--- config.mk ---
export PLATFORM = sky130hd
export DESIGN_NAME = irq_pending_latch
export DESIGN_NICKNAME = d
export VERILOG_FILES = /design/src/rtl/irq_pending_latch.sv
export SDC_FILE = /design/constraint.sdc
export NUM_CORES = 1
export LEC_CHECK = 0
export CORE_MARGIN = 2
export CORE_UTILIZATION = 25
export DETAILED_ROUTE_END_ITERATION = 10
export DONT_BUFFER_PORTS = 1
export GPL_ROUTABILITY_DRIVEN = 0
export PLACE_DENSITY = 0.46
export SKIP_CTS_REPAIR_TIMING = 1
export SYNTH_ARGS = -nofsm -noshare
export SYNTH_HDL_FRONTEND = slang
export SYNTH_SLANG_ARGS = --single-unit
--- constraint.sdc ---
create_clock -name clk -period 1.6 [get_ports clk]
set_input_delay 0.08 -clock clk [delete_from_list [all_inputs] [get_ports clk]]
set_output_delay 0.08 -clock clk [all_outputs]
set_load 0.05 [all_outputs]
--- src/rtl/irq_pending_latch.sv ---
// rtl/irq_pending_latch.sv - synchronised edge-detect pending latch with req/ack/eoi handshake
// Feeds the masked pending vector to the 8-input priority encoder.
module irq_pending_latch #(
  parameter int SYNC_STAGES = 2
) (
  input  logic       clk,
  input  logic       rst_n,
  input  logic [7:0] irq_in,
  input  logic [7:0] mask,
  output logic [7:0] pend_vec,
  output logic       irq_req,
  input  logic       ack,
  input  logic [2:0] ack_id,
  input  logic       eoi,
  output logic       busy,
  output logic [2:0] svc_id,
  output logic [7:0] lost,
  output logic       ack_err
);

  typedef enum logic [1:0] {
    ST_IDLE    = 2'd0,
    ST_REQ     = 2'd1,
    ST_SERVICE = 2'd2
  } state_t;

  state_t                        r_state;
  state_t                        w_state_nxt;
  logic [SYNC_STAGES-1:0][7:0]   r_sync;
  logic [7:0]                    r_hist;
  logic [7:0]                    r_pending;
  logic [7:0]                    r_lost;
  logic                          r_ack_err;
  logic [2:0]                    r_svc_id;

  logic [7:0] w_sync_out;
  logic [7:0] w_edge;
  logic       w_ack_ok;
  logic [7:0] w_clr;
  logic [7:0] w_pending_nxt;
  logic [7:0] w_lost_nxt;
  logic       w_ack_err_nxt;

  assign w_sync_out = r_sync[SYNC_STAGES-1];
  assign w_edge     = w_sync_out & ~r_hist;
  assign pend_vec   = r_pending & ~mask;

  // Only an ack in REQ naming a visible pending line is accepted.
  assign w_ack_ok      = (r_state == ST_REQ) && ack && pend_vec[ack_id];
  assign w_clr         = w_ack_ok ? (8'h01 << ack_id) : 8'h00;
  assign w_pending_nxt = (r_pending & ~w_clr) | w_edge;
  assign w_lost_nxt    = w_edge & r_pending & ~w_clr;

  always_ff @(posedge clk or negedge rst_n) begin
    if (!rst_n) begin
      r_sync    <= '0;
      r_hist    <= 8'h00;
      r_pending <= 8'h00;
      r_lost    <= 8'h00;
      r_ack_err <= 1'b0;
      r_svc_id  <= 3'd0;
      r_state   <= ST_IDLE;
    end else begin
      r_sync    <= {r_sync[SYNC_STAGES-2:0], irq_in};
      r_hist    <= w_sync_out;
      r_pending <= w_pending_nxt;
      r_lost    <= w_lost_nxt;
      r_ack_err <= w_ack_err_nxt;
      r_state   <= w_state_nxt;
      if (w_ack_ok) begin
        r_svc_id <= ack_id;
      end
    end
  end

  always_comb begin
    w_state_nxt   = r_state;
    w_ack_err_nxt = 1'b0;
    case (r_state)
      ST_IDLE: begin
        if (ack) w_ack_err_nxt = 1'b1;
        if (|pend_vec) w_state_nxt = ST_REQ;
      end
      ST_REQ: begin
        if (ack) begin
          if (pend_vec[ack_id]) w_state_nxt = ST_SERVICE;
          else                  w_ack_err_nxt = 1'b1;
        end else if (pend_vec == 8'h00) begin
          w_state_nxt = ST_IDLE;
        end
      end
      ST_SERVICE: begin
        if (ack) w_ack_err_nxt = 1'b1;
        if (eoi) w_state_nxt = ST_IDLE;
      end
      default: w_state_nxt = ST_IDLE;
    endcase
  end

  assign irq_req = (r_state == ST_REQ);
  assign busy    = (r_state == ST_SERVICE);
  assign svc_id  = r_svc_id;
  assign lost    = r_lost;
  assign ack_err = r_ack_err;

endmodule

==> impl_results.md, run 1 <==
* Outcome: complete, but fails checks
* Failing checks: hold timing, setup timing
* Cell count after synthesis at 125
* Synth Area in Adders at 0%
* Io pins at 45
* Worst Setup End Kind: flop
* Min setup slack post-route at -0.0253 ns
* Power Internal at between 1.5 and 2 mW
* Gate power share at between 20% and 30%
* Net Sw Frac at approximately a third
* Die H at between 80 and 90 um
* Most common cell after layout, fill and taps aside: dfrtp_1
* Sequential area share after synthesis at 66.7%
* Synthesized area per cell at approximately 14 sq um
* Final setup TNS at -0.0563 ns
* Clock Latency Late Sink at around 0.3 ns
* Clock Skew at 0.00834 ns
* XOR/XNOR share of the synthesized area at 0%
* Vias in the first global route at roughly 1100
* Share of layout cells above drive strength 1 at a little over a third
* Worst hold path cell count at 1
* Required time of the critical path at 1.79 ns
* CTS sink count at 46
* Final slew viol count at 0
* R2r setup slk at -0.03 ns
* Syn nets at 148
* Antenna-violating nets left at 0
* Final Non-Filler Cells at 250
* # port buffers at 0
* Worst hold slack at -0.0686 ns
* Largest net degree at the start of global routing at 47
* Die Area at ~0.0076 sq mm
* Library cells used by synthesis at 29
* Setup Viol. Count Final at 4
* Standard-cell rows at 30
* Data arrival, critical path at ~1.8 ns
* Commonest cells after routing, fill and taps aside: dfrtp_1 (46), buf_4 (25), dlygate4sd3_1 (13)
* Clk buf depth at 2
* Worst IR drop on VDD at about 0.00040 V
* Via density at about 4.6
* Simple-gate portion of the synthesized area at approximately 16%
* Cell total after placement at between 200 and 250
* Fin crit period at 1.63 ns
* Startpoint Class: flop
* Max FO, Critical Path at 3
* Ys Warns at 0
* Total grt overflow at 0
* First-pass GRT wire length at slightly below 6 mm
* Mux cell area share after synthesis at between 2 and 2.5%
* Core box area at 0.00676 sq mm
* Fmax at between 0.6 and 0.7 GHz
* Kind of critical path: flop to flop
* Tot GR Track Use at 10.2%
* Clock transition at the registers of the reported paths at around 0.09 ns
* DRT Wirelength at ~3.8 mm
* ANT cells at 0
* Clock power share at between 20% and 30%
* Slew @ Worst Pin at around 0.46 ns
* Reg power frac at about half
* Worst rel slew slack at between 60% and 70%
* 1st-iter DRT viols at 70
* Nets at between 150 and 200
* Synth Area in Compound Gates at 11.6%
* First-pass DRT Iterations at 4
* Fillers at 674
* Clk root buf: clkbuf_8
* Via count at about 1100
* Post-route core utilization at a little over a third
* Starting Density at roughly a quarter
* P_leak at roughly 1.0 nW
* Fin. Hold Viols at 3
* Psw at 902 uW
* Power Density at 1160 mW/mm^2
* Largest family of logic cells by synthesized area: simple AND/OR/NAND/NOR gates
* Fin crit share at 102%
* DP Worst Slack at -0.0622 ns
* MaxCap Viol Count at 0
* Wire per inst at 15.2 um
* Initial antenna violation count at 0
* Post-Syn Area at 0.00173 sq mm
* DR DRC count at 0
* Hold WC Path Type: input port to flop
* CTS buffer count at 5
* Die width at about 87 um
* Dpl hpwl at around 2.6 mm
* Post-synthesis register bit count at 46
* CTS tree: done
* Worst r2r path cells at 4
* Area Growth Syn to Fin at 36.8%
* RSZ-0062 raised after global routing: yes
* CTS H-tree lvls at 2
worst max-delay path, cell delays in order, from the launching register on:
cell	delay, ns
dfrtp_1	0.39
and4bb_2	0.26
o41ai_4	0.38
mux2i_2	0.17
mux2_4	0.32
power by group through the flow:
stage / registers, mW / logic, mW / clock network (mW)
finish: 1.37 / 0.627 / 0.728
global route: 1.39 / 0.668 / 0.809
CTS: 1.37 / 0.513 / 0.767
detailed placement: 1.40 / 0.511 / 0
global placement: 1.39 / 0.510 / 0
floorplan: 1.49 / 0.258 / 0
stage by stage:
stage               hold slack (ns)  power (mW)  cell area (sq um)
finish                      -0.0686        2.73               2360
global route                -0.0840        2.86               2360
global placement             -0.214        1.90               1990
floorplan                    -0.216        1.75               1740
CTS                          -0.549        2.65               2080
detailed placement           -0.214        1.91               1990
metal layers:
metal,global-route usage (%),part of all wire [%]
met2,17.1,50
met1,12.5,44
met3,2.75,4.0
met5,0,0
met4,3.78,2.2
Yosys cell counts, drive strengths merged:
cell / count / share of area, %
a21o: 1 / 0.43
o21ai: 7 / 2.0
buf: 3 / 1.2
and4bb: 4 / 3.1
nor4: 3 / 1.1
nor3: 6 / 1.7
a31oi: 1 / 0.36
dfrtp: 46 / 67
a31o: 1 / 0.51
and4b: 2 / 1.4
nand2b: 5 / 1.8
nor4b: 2 / 1.7
o41ai: 5 / 4.7
mux2i: 1 / 0.80
inv: 10 / 2.2
nor2: 2 / 0.43
and3b: 1 / 0.51
o22ai: 1 / 0.36
o31ai: 6 / 2.6
mux2: 2 / 1.3
nand2: 4 / 0.87
nor2b: 10 / 3.6
a21oi: 2 / 0.58
cell families (layout without fill, tap and decap cells):
kind of cell,after synthesis,count (layout)
AO/OA/AOI/OAI,24,24
buffers and inverters,13,58
flip-flops,46,46
multiplexers,3,3
AND/OR/NAND/NOR,39,39
state kept, by name, indices dropped and copies added (netlist names):
name,flops
w_sync_out,8
svc_id,3
r_pending,8
lost,8
r_state,2
r_sync,8
ack_err,1
r_hist,8
worst paths after layout:
path                                      end    startpoint
worst max-delay path                svc_id[0]  r_pending[1]
worst min-delay path                svc_id[0]     ack_id[0]
worst max register to register      svc_id[0]  r_pending[1]
worst min register to register  w_sync_out[4]     r_sync[4]
max in group asynchronous           r_hist[3]         rst_n
min in group asynchronous        r_pending[3]         rst_n
cell type report:
| cell class | instances | area (sq um) | area share, % |
|---|---|---|---|
| sequential | 46 | 1150 | 48.7 |
| multi-input combinational | 66 | 624 | 26.4 |
| timing repair buffer | 40 | 357 | 15.1 |
| tap | 80 | 100 | 4.24 |
| clock buffer | 5 | 68.8 | 2.91 |
| inverter | 10 | 37.5 | 1.59 |
| clock inverter | 3 | 23.8 | 1.01 |
No activity file was read; power rests on OpenSTA's default activity.
==> inputs of run 2 (changes only) <==
--- a/config.mk
+++ b/config.mk
@@ -11,6 +11,7 @@
 export DONT_BUFFER_PORTS = 1
 export GPL_ROUTABILITY_DRIVEN = 0
 export PLACE_DENSITY = 0.46
+export SETUP_SLACK_MARGIN = 0.15
 export SKIP_CTS_REPAIR_TIMING = 1
 export SYNTH_ARGS = -nofsm -noshare
 export SYNTH_HDL_FRONTEND = slang
==> impl_results.md, run 2 (synthesis gave the netlist of run 1 again) <==
* RSZ-0062 raised after global routing: yes
* DR DRC count at 0
* Die Area at between 0.007 and 0.008 sq mm
* Worst Hold End: svc_id[0]
* Clock Latency Late Sink at 0.30 ns
* Kind of critical path: flop to flop
* Startpoint Class: flop
* Final Non-Filler Cells at 250
* Hold WC Path Type: input port to flop
* Worst r2r path cells at 4
* Worst hold path cell count at 1
* CTS tree: done
* Antenna-violating nets left at 0
* Fillers at 670
* Required time of the critical path at about 1.8 ns
* Worst r2r dst: svc_id[0]
* Die H at around 87 um
* Via density at ~4.5
* Via count at ~1100
* Initial antenna violation count at 0
* Commonest cells after routing, fill and taps aside: dfrtp_1 (46), buf_4 (26), dlygate4sd3_1 (13)
* Setup Viol. Count Final at 3
* CTS H-tree lvls at 2
* Clk root buf: clkbuf_8
* Min setup slack post-route at -0.0318 ns
* Clk buf depth at 2
* First-pass GRT wire length at just under 6 mm
* DRT Wirelength at just under 4 mm
* Most common cell after layout, fill and taps aside: dfrtp_1
* Worst hold slack at -0.0691 ns
* CTS sink count at 46
* Failing checks: hold timing, setup timing
* Tot GR Track Use at just over 10%
* Standard-cell rows at 30
* Fin crit period at approximately 1.6 ns
* Wire per inst at between 15 and 20 um
* Overall power at about 2.7 mW
* Fin. Hold Viols at 3
* Core box area at between 0.006 and 0.007 sq mm
* P_leak at around 1.0 nW
* Worst IR drop on VDD at approximately 0.00039 V
* Fin crit share at 102%
* Vias in the first global route at 1114
* MaxCap Viol Count at 0
* Max FO, Critical Path at 3
* Dpl hpwl at roughly 2.6 mm
* Clock transition at the registers of the reported paths at around 0.10 ns
* Worst Setup End Kind: flop
* Nets at about 190
* Power Density at 1150 mW/mm^2
* Total grt overflow at 0
* Cell total after placement at 225
* Io pins at 45
* Die width at between 80 and 90 um
* Share of layout cells above drive strength 1 at about 37%
* # port buffers at 0
* 1st-iter DRT viols at 63
* Fmax at between 0.6 and 0.7 GHz
* R2r startpoint: r_pending[1]
* Outcome: complete, but fails checks
* R2r setup slk at -0.03 ns
* Slew @ Worst Pin at 0.459 ns
* Largest net degree at the start of global routing at 47
* First-pass DRT Iterations at 4
* CTS buffer count at 5
* Data arrival, critical path at ~1.8 ns
* Area Growth Syn to Fin at 37.6%
* Hold Startpoint: ack_id[0]
* Clock Skew at about 0.01 ns
* Final setup TNS at -0.0712 ns
* Starting Density at between 20 and 30%
* Final slew viol count at 0
* ANT cells at 0
* Worst rel slew slack at between 60% and 70%
-- run 2: cell types whose count changed in the layout (fill, tap and decap cells not counted), moves of 2 or more --
cell / before / now
o21ai_0: 7 / 4
nor3_1: 3 / 5
nor3_2: 3 / 1
o21ai_1: 0 / 3
o31ai_2: 2 / 4
o31ai_1: 2 / 0
-- run 2: metrics by stage --
stage	worst slack (ns)	utilization, %	hold WS (ns)	cell area [sq um]
after floorplan	-0.0393	-	-0.216	1740
after global placement	-0.0707	29.5	-0.214	1990
after detailed placement	-0.0622	29.5	-0.214	1990
after global routing	-0.0695	35.2	-0.0846	2380
final	-0.0318	35.2	-0.0691	2380
after CTS	-0.0822	30.9	-0.549	2080
-- run 2: report_power, final --
| group | total, mW | internal, mW | switching, mW |
|---|---|---|---|
| combinational | 0.633 | 0.256 | 0.376 |
| sequential | 1.37 | 1.26 | 0.116 |
| clock | 0.732 | 0.313 | 0.419 |
-- run 2: worst max-delay path by stage --
stage	startpoint	end	slack, ns	cells after the start
after floorplan	r_pending[1]	svc_id[0]	-0.04	4
after global routing	r_pending[1]	svc_id[0]	-0.07	4
after global placement	r_state[1]	r_pending[4]	-0.07	5
after detailed placement	r_state[1]	r_pending[4]	-0.06	5
final	r_pending[1]	svc_id[0]	-0.03	4
after CTS	r_state[1]	r_pending[4]	-0.08	5
-- run 2: worst max-delay path, cell delays in order, from the launching register on --
cell and delay, ns:
dfrtp_1 0.40, and4bb_2 0.26, o41ai_4 0.37, mux2i_2 0.17
mux2_4 0.32
-- run 2: cell type report --
type                       instances  area (sq um)  area share [%]
multi-input combinational         66           642            27.0
tap                               80           100            4.21
sequential                        46          1150            48.4
inverter                          10          37.5            1.58
clock buffer                       5          68.8            2.90
clock inverter                     3          23.8            1.00
timing repair buffer              40           353            14.8
-- run 2: metal layers --
| metal | share of wire [%] | vias to the layer above | GRT usage [%] |
|---|---|---|---|
| li1 | - | 526 | - |
| met3 | 4.4 | 10 | 2.75 |
| met2 | 49 | 31 | 17.1 |
| met1 | 44 | 568 | 12.5 |
| met5 | 0 | - | 0 |
| met4 | 2.2 | 0 | 3.78 |
==> inputs of run 3 (changes only) <==
--- a/config.mk
+++ b/config.mk
@@ -5,6 +5,7 @@
 export SDC_FILE = /design/constraint.sdc
 export NUM_CORES = 1
 export LEC_CHECK = 0
+export CORE_ASPECT_RATIO = 2
 export CORE_MARGIN = 2
 export CORE_UTILIZATION = 25
 export DETAILED_ROUTE_END_ITERATION = 10
==> impl_results.md, run 3 (synthesis gave the netlist of run 1 again) <==
* Io pins at 45
* Vias in the first global route at roughly 1200
* Starting Density at about 26%
* Fin crit period at 1.69 ns
* Fin crit share at 106%
* First-pass DRT Iterations at 4
* Critical Path, Cell by Cell: and4bb_1 > o41ai_4 > mux2i_2 > mux2_1
* Clk buf depth at 2
* Net Sw Frac at 29.5%
* Power Density at approximately 1300 mW/mm^2
* Tot GR Track Use at 11.4%
* Die Area at around 0.0076 sq mm
* CTS sink count at between 40 and 50
* Worst hold slack at -0.00434 ns
* Antenna-violating nets left at 0
* Psw at ~940 uW
* Clock power share at between 30% and 40%
* Reg power frac at between 40% and 50%
* Slowest CP cell: o41ai_4
* Gate power share at just over 20%
* Setup Viol. Count Final at 4
* # port buffers at 0
* Required time of the critical path at between 1.5 and 2 ns
* Clk root buf: clkbuf_16
* Max FO, Critical Path at 3
* P_leak at ~1.1 nW
* Worst stage delay on the critical path at between 0.4 and 0.5 ns
* Worst IR drop on VDD at between 0.0008 and 0.0009 V
* Die width at roughly 63 um
* Data arrival, critical path at 1.86 ns
* Kind of critical path: flop to flop
* DRT Wirelength at 4.15 mm
* Die H at 122 um
* Initial antenna violation count at 0
* CTS tree: done
* Dpl hpwl at about 2.9 mm
* Via density at roughly 4.5
* Nets at 196
* Power Internal at 2.25 mW
* First-pass GRT wire length at 6.32 mm
* CTS buffer count at 5
* 1st-iter DRT viols at 31
* CP bufs+invs at 0
* Core box area at around 0.0067 sq mm
* CTS H-tree lvls at 2
* Cell family with most CP delay: multiplexers
* Slew @ Worst Pin at 0.483 ns
* Final setup TNS at -0.235 ns
* Via count at ~1200
* MaxCap Viol Count at 0
* Min setup slack post-route at -0.0932 ns
* ANT cells at 0
* Clock Skew at ~0.0062 ns
* Wire per inst at around 16 um
* Failing checks: hold timing, setup timing
* Area Growth Syn to Fin at 46.6%
* RSZ-0062 raised after global routing: yes
* Clock transition at the registers of the reported paths at 0.06 ns
* Largest net degree at the start of global routing at 47
* Hold WC Path Type: input port to flop
* Commonest cells after routing, fill and taps aside: dfrtp_1 (46), buf_4 (28), dlygate4sd3_1 (14)
* Clock Latency Late Sink at roughly 0.29 ns
* Standard-cell rows at 42
* Outcome: complete, but fails checks
* Fin. Hold Viols at 1
* Worst rel slew slack at 67.8%
* Fmax at roughly 0.6 GHz
* Worst Setup End Kind: flop
* Startpoint Class: flop
* Share of layout cells above drive strength 1 at between 30% and 40%
* Most common cell after layout, fill and taps aside: dfrtp_1
* Final slew viol count at 0
* DR DRC count at 0
* Total grt overflow at 0
-- run 3: layout make-up --
| type | instances | area, sq um |
|---|---|---|
| clock inverter | 2 | 37.5 |
| fill | 665 | 4140 |
| timing repair buffer | 44 | 389 |
| clock buffer | 6 | 129 |
| inverter | 10 | 37.5 |
| sequential | 46 | 1150 |
| tap | 88 | 110 |
| multi-input combinational | 66 | 677 |
-- run 3: metal layers --
| metal | up-vias | global-route usage (%) | part of all wire (%) |
|---|---|---|---|
| met5 | - | 0 | 0 |
| met3 | 8 | 5.08 | 7.7 |
| met2 | 37 | 19.6 | 54 |
| li1 | 542 | - | - |
| met1 | 599 | 10.9 | 35 |
| met4 | 0 | 7.08 | 2.8 |
-- run 3: power groups by stage --
stage / Sequential [mW] / Combinational (mW) / Clock (mW)
floorplan: 1.49 / 0.258 / 0
global route: 1.38 / 0.683 / 1.25
CTS: 1.38 / 0.533 / 1.21
detailed placement: 1.40 / 0.531 / 0
finish: 1.38 / 0.645 / 1.17
global placement: 1.40 / 0.522 / 0
-- run 3: worst reg2reg max path: stages, from the launching register on --
cell      delay (ns)
dfrtp_1         0.38
and4bb_1        0.23
o41ai_4         0.46
mux2i_2         0.17
mux2_1          0.34
-- run 3: final timing paths --
kind / cells past startpoint / endpoint / start / slack (ns)
worst max-delay path: 4 / svc_id[0] / r_pending[1] / -0.09
worst min-delay path: 2 / svc_id[2] / ack_id[2] / -0.004
worst max register to register: 4 / svc_id[0] / r_pending[1] / -0.09
worst min register to register: 0 / w_sync_out[4] / r_sync[4] / 0.35
max in group asynchronous: 2 / r_pending[1] / rst_n / 1.10
min in group asynchronous: 2 / lost[6] / rst_n / 0.28
-- run 3: per-stage QoR --
step / cells / utilization (%) / setup slack, ns / area (sq um) / power, mW
3_5_place_dp: 237 / 30.4 / -0.123 / 2030 / 1.93
6_report: 262 / 37.9 / -0.0932 / 2530 / 3.19
2_1_floorplan: 125 / - / -0.0393 / 1740 / 1.75
5_1_grt: 262 / 37.9 / -0.120 / 2530 / 3.32
4_1_cts: 245 / 32.9 / -0.141 / 2200 / 3.12
3_3_place_gp: 237 / 30.4 / -0.0837 / 2030 / 1.92
